## src/rtl/lv_bist_ctrl.sv

```systemverilog
// lv_bist_ctrl: LV logic-BIST sequencer and scan-engine arbiter.
//   Starts a BIST run on a power-on edge or an on-demand request and holds
//   o_lbist_en for a fixed window. At the end of the window it samples the
//   lbist fail flag and retries a bounded number of times. It then latches a
//   final pass/fail status. It also shares the scan-register check engine
//   between the lbist and the functional periodic scanner.
// Ports:
//   i_clk, i_rst_n            clock, async active-low reset
//   i_por_done, i_bist_start  run triggers (por rising edge / 1-cycle pulse)
//   o_lbist_en, i_lbist_fail  lbist enable and fail flag
//   o_bist_busy, o_bist_done  run in progress / 1-cycle completion pulse
//   o_bist_pass, o_bist_fail  latched result, held until the next start
//   o_attempt_cnt             attempts consumed in the last/current run
//   i_bist_scan_req, o_bist_scan_ack, o_bist_scan_err   lbist scan port
//   i_func_scan_req, o_func_scan_ack, o_func_scan_err   functional scan port
//   o_scan_req, i_scan_ack, i_scan_err                  shared scan engine
module lv_bist_ctrl #(
  parameter int unsigned CLK_M        = 48,
  parameter int unsigned BIST_WIN_CYC = 2000 * CLK_M + 8,
  parameter int unsigned BIST_GAP_CYC = 16,
  parameter int unsigned RETRY_MAX    = 2
) (
  input  logic       i_clk,
  input  logic       i_rst_n,
  input  logic       i_por_done,
  input  logic       i_bist_start,
  output logic       o_lbist_en,
  input  logic       i_lbist_fail,
  output logic       o_bist_busy,
  output logic       o_bist_done,
  output logic       o_bist_pass,
  output logic       o_bist_fail,
  output logic [1:0] o_attempt_cnt,
  input  logic       i_bist_scan_req,
  output logic       o_bist_scan_ack,
  output logic       o_bist_scan_err,
  input  logic       i_func_scan_req,
  output logic       o_func_scan_ack,
  output logic       o_func_scan_err,
  output logic       o_scan_req,
  input  logic       i_scan_ack,
  input  logic       i_scan_err
);

  localparam int unsigned TMR_MAX = (BIST_WIN_CYC > BIST_GAP_CYC) ? BIST_WIN_CYC : BIST_GAP_CYC;
  localparam int unsigned TMR_W   = $clog2(TMR_MAX + 1);
  localparam int unsigned MAX_ATT = RETRY_MAX + 1;

  typedef enum logic [2:0] {S_IDLE, S_RUN, S_CHK, S_GAP, S_DONE} state_t;
  typedef enum logic [1:0] {OWN_NONE, OWN_BIST, OWN_FUNC} owner_t;

  state_t           state_q, state_d;
  logic [TMR_W-1:0] tmr_q, tmr_d;
  logic             win_fail_q, win_fail_d;
  logic [1:0]       att_d;
  logic             pass_d, fail_d, busy_d;
  logic             en_d, done_d;
  logic             por_q;
  logic             start_c;
  owner_t           owner_q, owner_d;
  logic             scan_req_d;

  // Start trigger; only meaningful in IDLE, so requests while busy are dropped.
  assign start_c = i_bist_start | (i_por_done & ~por_q);

  // Sequencer next-state and result/status next values.
  always_comb begin
    state_d    = state_q;
    tmr_d      = tmr_q;
    win_fail_d = win_fail_q;
    att_d      = o_attempt_cnt;
    pass_d     = o_bist_pass;
    fail_d     = o_bist_fail;
    busy_d     = o_bist_busy;
    case (state_q)
      S_IDLE: begin
        if (start_c) begin
          state_d    = S_RUN;
          tmr_d      = '0;
          win_fail_d = 1'b0;
          att_d      = 2'd1;
          pass_d     = 1'b0;
          fail_d     = 1'b0;
          busy_d     = 1'b1;
        end
      end
      S_RUN: begin
        // Timer stops at the last window cycle, so it never wraps.
        if (tmr_q == TMR_W'(BIST_WIN_CYC - 1)) begin
          win_fail_d = i_lbist_fail;
          state_d    = S_CHK;
        end else begin
          tmr_d = tmr_q + TMR_W'(1);
        end
      end
      S_CHK: begin
        if (!win_fail_q) begin
          state_d = S_DONE;
          pass_d  = 1'b1;
        end else if (32'(o_attempt_cnt) < MAX_ATT) begin
          // The CHK cycle already has the enable low, so it is gap cycle 0.
          state_d = S_GAP;
          tmr_d   = TMR_W'(1);
        end else begin
          state_d = S_DONE;
          fail_d  = 1'b1;
        end
      end
      S_GAP: begin
        if (tmr_q >= TMR_W'(BIST_GAP_CYC - 1)) begin
          state_d = S_RUN;
          tmr_d   = '0;
          att_d   = (o_attempt_cnt == 2'd3) ? o_attempt_cnt : o_attempt_cnt + 2'd1;
        end else begin
          tmr_d = tmr_q + TMR_W'(1);
        end
      end
      S_DONE: begin
        state_d = S_IDLE;
        busy_d  = 1'b0;
      end
      default: state_d = S_IDLE;
    endcase
    en_d   = (state_d == S_RUN);
    done_d = (state_q == S_DONE);
  end

  // Scan arbiter: grant only from NONE, release the cycle after the ack.
  always_comb begin
    owner_d = owner_q;
    case (owner_q)
      OWN_NONE: begin
        if (o_lbist_en && i_bist_scan_req) begin
          owner_d = OWN_BIST;
        end else if (i_func_scan_req) begin
          owner_d = OWN_FUNC;
        end
      end
      OWN_BIST, OWN_FUNC: begin
        if (i_scan_ack) begin
          owner_d = OWN_NONE;
        end
      end
      default: owner_d = OWN_NONE;
    endcase
    scan_req_d = 1'b0;
    if (owner_d == OWN_BIST) begin
      scan_req_d = i_bist_scan_req;
    end else if (owner_d == OWN_FUNC) begin
      scan_req_d = i_func_scan_req;
    end
  end

  // Engine responses go to the current owner only.
  assign o_bist_scan_ack = (owner_q == OWN_BIST) & i_scan_ack;
  assign o_bist_scan_err = (owner_q == OWN_BIST) & i_scan_err;
  assign o_func_scan_ack = (owner_q == OWN_FUNC) & i_scan_ack;
  assign o_func_scan_err = (owner_q == OWN_FUNC) & i_scan_err;

  // State and registered outputs.
  always_ff @(posedge i_clk or negedge i_rst_n) begin
    if (!i_rst_n) begin
      state_q       <= S_IDLE;
      tmr_q         <= '0;
      win_fail_q    <= 1'b0;
      por_q         <= 1'b0;
      owner_q       <= OWN_NONE;
      o_lbist_en    <= 1'b0;
      o_bist_busy   <= 1'b0;
      o_bist_done   <= 1'b0;
      o_bist_pass   <= 1'b0;
      o_bist_fail   <= 1'b0;
      o_attempt_cnt <= 2'd0;
      o_scan_req    <= 1'b0;
    end else begin
      state_q       <= state_d;
      tmr_q         <= tmr_d;
      win_fail_q    <= win_fail_d;
      por_q         <= i_por_done;
      owner_q       <= owner_d;
      o_lbist_en    <= en_d;
      o_bist_busy   <= busy_d;
      o_bist_done   <= done_d;
      o_bist_pass   <= pass_d;
      o_bist_fail   <= fail_d;
      o_attempt_cnt <= att_d;
      o_scan_req    <= scan_req_d;
    end
  end

endmodule

```

## config.mk

```make
export PLATFORM = sky130hd
export DESIGN_NAME = lv_bist_ctrl
export DESIGN_NICKNAME = d
export VERILOG_FILES = /design/src/rtl/lv_bist_ctrl.sv
export SDC_FILE = /design/constraint.sdc
export NUM_CORES = 1
export LEC_CHECK = 0
export ABC_CLOCK_PERIOD_IN_PS = 2300
export CORE_ASPECT_RATIO = 2
export CORE_MARGIN = 2
export CORE_UTILIZATION = 55
export CTS_CLUSTER_DIAMETER = 120
export CTS_CLUSTER_SIZE = 14
export DETAILED_ROUTE_END_ITERATION = 8
export PLACE_DENSITY = 0.85
export SYNTH_ARGS = -nofsm -noshare
export SYNTH_HDL_FRONTEND = slang
export SYNTH_SLANG_ARGS = --single-unit
```

## constraint.sdc

```tcl
create_clock -name i_clk -period 2.3 [get_ports i_clk]
set_input_delay 0.345 -clock i_clk [delete_from_list [all_inputs] [get_ports i_clk]]
set_output_delay 0.345 -clock i_clk [all_outputs]
set_load 0.005 [all_outputs]
```

==> impl_metrics.ini, run 1 <==
[outcome]
outcome = finished, final reports clean

[grt]
grt_max_degree = 33
first_global_vias = 1638
grt-ovfl-total = 0
grt_pass1_wl_um = 7040
globalRouteTotalUtil_pct = 24.7
antenna_found_initial = 0

[detailed_routing]
routedWlPerCell_um = 16.5
route.detailed.drc = 0
drt-initial-drc-count = 52
dr.pass1.iters = 4
routed_wirelength_um = 4190
ant_nets = 0
vias = 1676
viasPerCell = 6.60

[sta]
period_needed_ps = 2140
worst_slew_pin_slew_ps = 618
fmax_mhz = 467
whs_ps = 455
skew_ps = 5.08
finalHoldViolCount = 0
rsz0062_at_grt = false
min_period_over_period_pct = 93.1
slew_violations = 0
slew_headroom_pct = 58.7
final-setup-viol-count = 0
fin_tns_setup_ps = 0

[hold_path]
hp-class = input pin to async pin

[floorplan]
initial_core_util_pct = 57.6
die_w_um = 44.7
core_area_um2 = 3160
rows = 29
dieArea_um2 = 3810
boundaryPins = 21
die_h_um = 85.3

[place]
routabilityCongestion = 0.965
hpwl_um = 3150
numPortBuffers = 20
placed_area_um2 = 2080

[synthesis]
yosysMostFrequentCell = dfrtp_1
yosysWarnings = 0
synth_seq_cells = 32
yosys_most_used_dff = dfrtp_1
yosys-top-cells-count = 32 x dfrtp_1, 18 x nor2_1, 13 x a21oi_1, 13 x o21ai_0
synth_area_per_cell_um2 = 9.38
yosys.area.top_type_share_pct = 44.0
synth_edf_count = 0
ys_seq_area_share_pct = 44.0
synthTopCellsByArea = dfrtp_1 44%, ha_1 4.1%, nor2_1 3.7%
netlist_area_um2 = 1820
synth.distinct_cells = 48
async_flop_share_pct = 100
yosys.area.top_type = dfrtp_1
synthCells = 194
syn-num-nets = 209

[pwr]
p_per_area_nw_per_um2 = 618
total_leakage_power_nw = 0.903
ir_worst_vdd_v = 0.000770

[clock_network]
cts.sinks = 32
insertion_delay_ps = 280
path_clk_slew_ps = 60
postCtsSetupRepairBufs = 0
tritoncts.num_buffers = 5
cts_tree = done
ctsLongestPathBuffers = 2
clockRootBuffer = clkbuf_8
htree_levels = 2

[cells_and_area]
fin_area_um2 = 2200
antenna_cells = 0
multi_input_area_um2 = 966
final_net_count = 237
drive_above_1_share_pct = 10.3
seqCellArea_um2 = 801
num-fill-cells = 230
area_delta_synth_final_pct = 20.7

[worst_setup_path]
required_ps = 2500
rr_endpoint = tmr_q[16]
r2r.worst_path.cells = 6
crit_arrival_ps = 2350
regToRegSetupSlack_ps = 160
rr_startpoint = o_attempt_cnt[0]
critPathKind = register to register
critPathLaunchType = register
end_kind = register
path_max_fanout = 10

[flow_run]
drv_cap = 0
[final cells by class]
| class | count | share of cell area [%] |
|---|---|---|
| Sequential cell | 32 | 36.5 |
| Timing Repair Buffer | 28 | 11.9 |
| Tap cell | 31 | 1.77 |
| Clock buffer | 6 | 3.30 |
| Clock inverter | 2 | 1.60 |
| Multi-Input combinational cell | 149 | 44.0 |
| Inverter | 6 | 1.03 |
[worst max path at each step]
stage                     cells after the start        end        startpoint
after detailed placement                      5  tmr_q[11]        i_por_done
after global routing                          6  tmr_q[16]  o_attempt_cnt[0]
after global placement                        6  tmr_q[16]        i_por_done
final                                         6  tmr_q[16]  o_attempt_cnt[0]
after floorplan                               6  tmr_q[16]  o_attempt_cnt[0]
after CTS                                     6  tmr_q[16]  o_attempt_cnt[0]
[layer usage]
metal / up-vias / global-route usage [%] / share of wire, %
met4: 0 / 13.5 / 2.6
met3: 12 / 4.68 / 4.2
met1: 825 / 25.0 / 36
met2: 56 / 44.4 / 57
li1: 783 / - / -
met5: - / 0 / 0
[state kept, by name (all words and copies together), names as in the netlist]
name	count
o_attempt_cnt	2
o_bist_busy	1
o_bist_done	1
o_bist_fail	1
o_bist_pass	1
o_lbist_en	1
o_scan_req	1
owner_q	2
por_q	1
state_q	3
tmr_q	17
win_fail_q	1
[kinds of logic (layout without fill, tap and decap cells)]
group	Yosys count	in the layout	share of synthesized area (%)
and+or+nand+nor	86	86	28.0
AOI/OAI and AO/OA	52	52	18.0
DFF	32	32	44.0
buffers and inverters	13	42	3.37
adders and majority gates	6	6	4.13
xor gates and xnor gates	3	3	1.44
muxes	2	2	1.10
[placed cells by master, fill, tap and decap left out, drive strengths merged, types with 2 or more instances in the layout]
cell	count
nand4	4
mux2i	2
ha	6
or3	10
o31ai	7
and4	3
o21ai	15
buf	8
a211oi	4
nor2b	4
a21boi	2
inv	6
nand2	7
and2	6
dfrtp	32
or4	6
o22ai	2
clkdlybuf4s50	20
or2	2
a21oi	13
nor3	5
xnor2	2
nor2	18
nor4	4
clkbuf	6
nand3	10
nand4b	3
[worst max-delay path: stages, from the launching register on]
cell,delay [ps]
dfrtp_1,400
ha_1,260
nand2b_1,190
o2bb2ai_1,180
a211o_2,390
or4_1,480
a21oi_1,150
[where the power goes]
group	internal, W	switching [W]
Clock	0.000321	0.000197
Sequential	0.000587	0.0000201
Combinational	0.000123	0.000110
[per-stage QoR]
step | setup slack, ps | power [W] | util, % | instances
after detailed placement | 21.7 | 0.000850 | 65.9 | 246
final | 159 | 0.00136 | 69.6 | 254
after CTS | 111 | 0.00138 | 69.3 | 254
after global routing | 22.3 | 0.00142 | 69.6 | 254
after global placement | 88.1 | 0.000823 | 65.9 | 246
after floorplan | 358 | 0.000736 | - | 194
[what timing repair did]
| action | CTS | global route |
|---|---|---|
| gates resized for setup | 0 | 2 |
| endpoints found under the setup margin | 0 | 2 |
| hold buffers | 0 | 0 |
Power figures use the tool's default switching activity.
==> inputs of run 2 (changes only) <==
- MAX_ROUTING_LAYER: not set -> met4
- SETUP_SLACK_MARGIN: not set -> 0.5
==> run 2 against run 1 <==
Clock power is 5.2% lower; sequential share of layout area is 6.0 points lower; register-to-register slack hardly changed; global-route usage is 6.1 points higher; non-clock buffer count is 30 higher; clock-buffer cell count is 1 higher; hold slack worse by 13 ps.
==> impl_metrics.ini, run 2 (synthesis results as in run 1) <==
[outcome]
outcome = finished, final reports clean

[worst_setup_path]
crit_family = simple AND/OR/NAND/NOR gates
required_ps = 2520
crit_arrival_ps = 2350
crit_chain = nor4_1, nand4b_1, nor3_4, a211oi_2, buf_6, nor2_1
startpoint = tmr_q[10]
end_kind = register
critPathMaxStageDelay_ps = 490
slowest_stage = nor4_1
rr_startpoint = tmr_q[10]
worst-path-buf-inv = 1
critPathKind = register to register
path_max_fanout = 7
critPathLaunchType = register

[clock_network]
clockRootBuffer = clkbuf_8
htree_levels = 2
path_clk_slew_ps = 70
cts_tree = done
cts.sinks = 32
tritoncts.num_buffers = 5
hold_buffers = 0
insertion_delay_ps = 300
ctsLongestPathBuffers = 2

[floorplan]
rows = 29
boundaryPins = 21
initial_core_util_pct = 57.6
core_area_um2 = 3160
dieArea_um2 = 3810
die_h_um = 85.3
die_w_um = 44.7

[cells_and_area]
antenna_cells = 0
top_regs = tmr_q: 17 flops, state_q: 3 flops
final_cell_mix = 31 x buf_4, 24 x dfrtp_1, 16 x clkdlybuf4s50_1
regMostFlops = tmr_q
largest_reg_flops = 17
fin_area_um2 = 2660
num-fill-cells = 153
multi_input_area_um2 = 1190
seqCellArea_um2 = 811
drive_above_1_share_pct = 37.9
utilization_pct = 84.3
area_delta_synth_final_pct = 46.2
final_common_cell = buf_4
final_net_count = 268

[place]
placed_area_um2 = 2070
hpwl_um = 3130
numPortBuffers = 20
routabilityCongestion = 0.989
place_ws_ps = 36.1

[sta]
finalHoldViolCount = 0
setup_ws_ps = 171
worst_slew_pin_slew_ps = 481
period_needed_ps = 2130
final-setup-viol-count = 0
slew_headroom_pct = 67.7
fmax_mhz = 470
min_period_over_period_pct = 92.6
fin_tns_setup_ps = 0
rsz0062_at_grt = true
skew_ps = 6.96
slew_violations = 0

[detailed_routing]
ant_nets = 0
drt-initial-drc-count = 167
viasPerCell = 7.00
dr.pass1.iters = 5
route.detailed.drc = 0
vias = 1987
routedWlPerCell_um = 22.9
routed_wirelength_um = 6510

[grt]
grt_pass1_wl_um = 8430
grt-ovfl-total = 0
grt_max_degree = 33
antenna_found_initial = 0
globalRouteTotalUtil_pct = 30.9
first_global_vias = 1878

[hold_path]
hp-class = input pin to async pin

[pwr]
p_per_area_nw_per_um2 = 507
ir_worst_vdd_v = 0.000465
total_leakage_power_nw = 1.11
power.total_w = 0.00135

[flow_run]
drv_cap = 0
-- run 2: final timing paths --
check	to	depth (start not counted)	slack, ps
worst max-delay path	tmr_q[11]	6	170
worst min-delay path	o_bist_busy	2	440
worst max register to register	tmr_q[11]	6	170
worst min register to register	o_bist_fail	2	500
max in group asynchronous	tmr_q[9]	2	1540
min in group i_clk	o_bist_fail	2	500
-- run 2: timing repair --
| action | 4_1_cts | 5_1_grt |
|---|---|---|
| endpoints found under the setup margin | 21 | 22 |
| pin swaps | 18 | 7 |
| buffers inserted | 24 | 7 |
| gates resized for setup | 27 | 39 |
| gates cloned | 1 | 2 |
-- run 2: cell type report --
type	instances	area share, %
sequential	32	30.5
clock buffer	7	3.62
multi-input combinational	150	44.7
tap	31	1.46
inverter	6	0.847
timing repair buffer	58	18.9
-- run 2: through the flow --
stage	std cells	hold WS (ps)
3_3_place_gp	243	474
6_report	284	442
2_1_floorplan	194	49.4
4_1_cts	275	470
3_5_place_dp	243	487
5_1_grt	284	465
-- run 2: report_power, final --
group	leakage, nW	internal, W	total (W)	switching [W]
registers	0.391	0.000586	0.000602	0.0000158
clock network	0.0503	0.000267	0.000491	0.000224
logic	0.664	0.000135	0.000256	0.000121
-- run 2: layer usage --
layer / vias up / GRT usage (%) / wire (um)
met1: 963 / 32.5 / 2200
met5: - / - / 0
li1: 843 / - / -
met2: 133 / 50.7 / 3380
met4: 0 / 20.7 / 532
met3: 48 / 4.26 / 396
-- run 2: worst reg2reg max path, cell delays in order, from the launching register on --
cell and delay, ps:
dfrtp_1 440, nor4_1 490, nand4b_1 350, nor3_4 320
a211oi_2 120, buf_6 180, nor2_1 150
==> edit: new RTL, config.mk and constraints of run 1 <==
Encoding of `owner_t`: now one-hot (3 bits for 3 values).
--- a/src/rtl/lv_bist_ctrl.sv
+++ b/src/rtl/lv_bist_ctrl.sv
@@ -47,7 +47,7 @@
   localparam int unsigned MAX_ATT = RETRY_MAX + 1;
 
   typedef enum logic [2:0] {S_IDLE, S_RUN, S_CHK, S_GAP, S_DONE} state_t;
-  typedef enum logic [1:0] {OWN_NONE, OWN_BIST, OWN_FUNC} owner_t;
+  typedef enum logic [2:0] {OWN_NONE = 3'b001, OWN_BIST = 3'b010, OWN_FUNC = 3'b100} owner_t;
 
   state_t           state_q, state_d;
   logic [TMR_W-1:0] tmr_q, tmr_d;
Function: no difference found for any inputs over 10 cycles, from zero or initial values and one cycle with i_rst_n low; not proved beyond that.
==> edit against run 1 <==
  * Power increased by 32%
  * Clock skew increased by 0.0015 ns
  * Sequential share of layout area increased by 0.73 points
  * Sequential power increased by 37%
  * Design area increased by 1.3%
  * Sequential cell count increased by 1
  * Wire length increased by 8.7%
  * Synthesized area increased by 1.7%
  * Global-route usage increased by 1.8 points
  * Setup slack got worse by 0.026 ns
  * Critical path depth decreased by 1
  * Largest power group unchanged
==> edit: results (changes against run 1) <==
synthesis:
  synth_warnings: 0  # unchanged
  ys_top_cells_by_count: "dfrtp_1, nand2_1, nor2_1"
  syn-num-nets: 205  # -1.9%
  syn_inst: 194  # unchanged
  synth-seq-area-share_pct: 44.7  # +0.68 points
  synth_cell_type_count: 49  # +2.1%
  synth.area.top_cells: "dfrtp_1, nand2_1, a21oi_1"
  async_flop_share_pct: 100  # unchanged
status:
  status: "completed"
setup_path:
  path_max_fanout: 11  # +1
  crit_start: "tmr_q[6]"
  crit_family: "compound AO/OA/AOI/OAI gates"
  cp_slowest_cell: "o41a_2"
  slowest_delay_ns: 0.64  # +0.16 ns
layout:
  n_fill_cell: 248  # +7.8%
  drive_gt1_share_pct: 12.1  # +1.8 points
  largest_registers: "tmr_q (17), owner_q (3), state_q (3)"
  nNetsFinal: 233  # -1.7%
  antennaDiodeCount: 0  # unchanged
  final_cells: 254  # unchanged
detailed_routing:
  drt-initial-drc-count: 67  # +29%
  drtPass1Iterations: 4  # unchanged
  wirelength_mm: 4.55  # +8.7%
  via_count: 1667  # -0.54%
global_routing:
  grt_pass1_wl_mm: 7.51  # +6.7%
  grt_max_degree: 34  # +3.0%
  antenna_found_initial: 0  # unchanged
  grtUsageTotal_pct: 26.6  # +1.8 points
clock_network:
  path_clk_slew_ns: 0.07
  cts_buffers: 5  # unchanged
  clockBufferDepth: 2  # unchanged
  worstSkewPairLatency_ns: 0.29
  h-tree-depth: 2  # unchanged
  clockRootBuffer: "clkbuf_8"
placement:
  dpl_cell_area_mm2: 0.00210  # +1.0%
  finalWeightedCongestion: 0.940  # -2.6%
  dpl_worst_slack_ns: 0.0158  # -0.00586 ns
  dpl.hpwl_mm: 3.44  # +9.0%
  portBuffers: 20  # unchanged
sta:
  skew_ns: 0.00658  # +0.00150 ns
  slew_headroom_pct: 51.3  # -7.4 points
worst_hold_path:
  min_path_type: "in2async"
power:
  p_leak_nw: 0.933  # +3.3%
  irDropWorstVdd_v: 0.000687  # -11%
-- edit: kinds of logic after synthesis --
logic type                 synth area share (%)
DFF                                        44.7
muxes                                     0.541
AOI/OAI and AO/OA                          16.7
adders and majority gates                  1.35
and+or+nand+nor                            30.4
xor gates and xnor gates                   2.84
buffers and inverters                      3.45
-- edit: metrics by stage --
step | utilization (%) | hold slack, ns
finish | 69.6 | 0.450
global route | 69.6 | 0.492
CTS | 69.4 | 0.469
detailed placement | 65.8 | 0.469
global placement | 65.8 | 0.467
floorplan | - | 0.0494
-- edit: report_power, final --
part / internal (mW) / switching (mW)
Clock: 0.353 / 0.208
Combinational: 0.214 / 0.195
Sequential: 0.686 / 0.143
-- edit: what timing repair did --
| action | CTS | global route |
|---|---|---|
| setup endpoints to repair | 0 | 15 |
| setup buffers | 0 | 0 |
| hold endpoints to repair | 0 | 0 |
| gates resized for setup | 0 | 2 |
-- edit: cell type report --
cell class / instances / area [um2] / area share, %
clock inverter: 1 / 30.0 / 1.35
timing repair buffer: 26 / 245 / 11.0
clock buffer: 7 / 86.3 / 3.88
tap: 31 / 38.8 / 1.74
multi-input combinational: 148 / 966 / 43.4
sequential: 33 / 827 / 37.2
inverter: 8 / 30.0 / 1.35
-- edit: worst paths after layout --
path | end | slack (ns) | cells after the start
worst max register to register | tmr_q[3] | 0.13 | 5
max in group asynchronous | owner_q[0] | 1.53 | 2
worst max-delay path | tmr_q[3] | 0.13 | 5
min in group i_clk | o_bist_fail | 0.47 | 2
worst min-delay path | owner_q[1] | 0.45 | 2
worst min register to register | o_bist_fail | 0.47 | 2
-- edit: routing by layer --
metal	part of all wire [%]	GRT usage, %	vias up
met5	0	0	-
met3	5.3	5.05	19
met2	56	46.0	67
met1	34	26.7	803
li1	-	-	778
met4	4.6	18.2	0
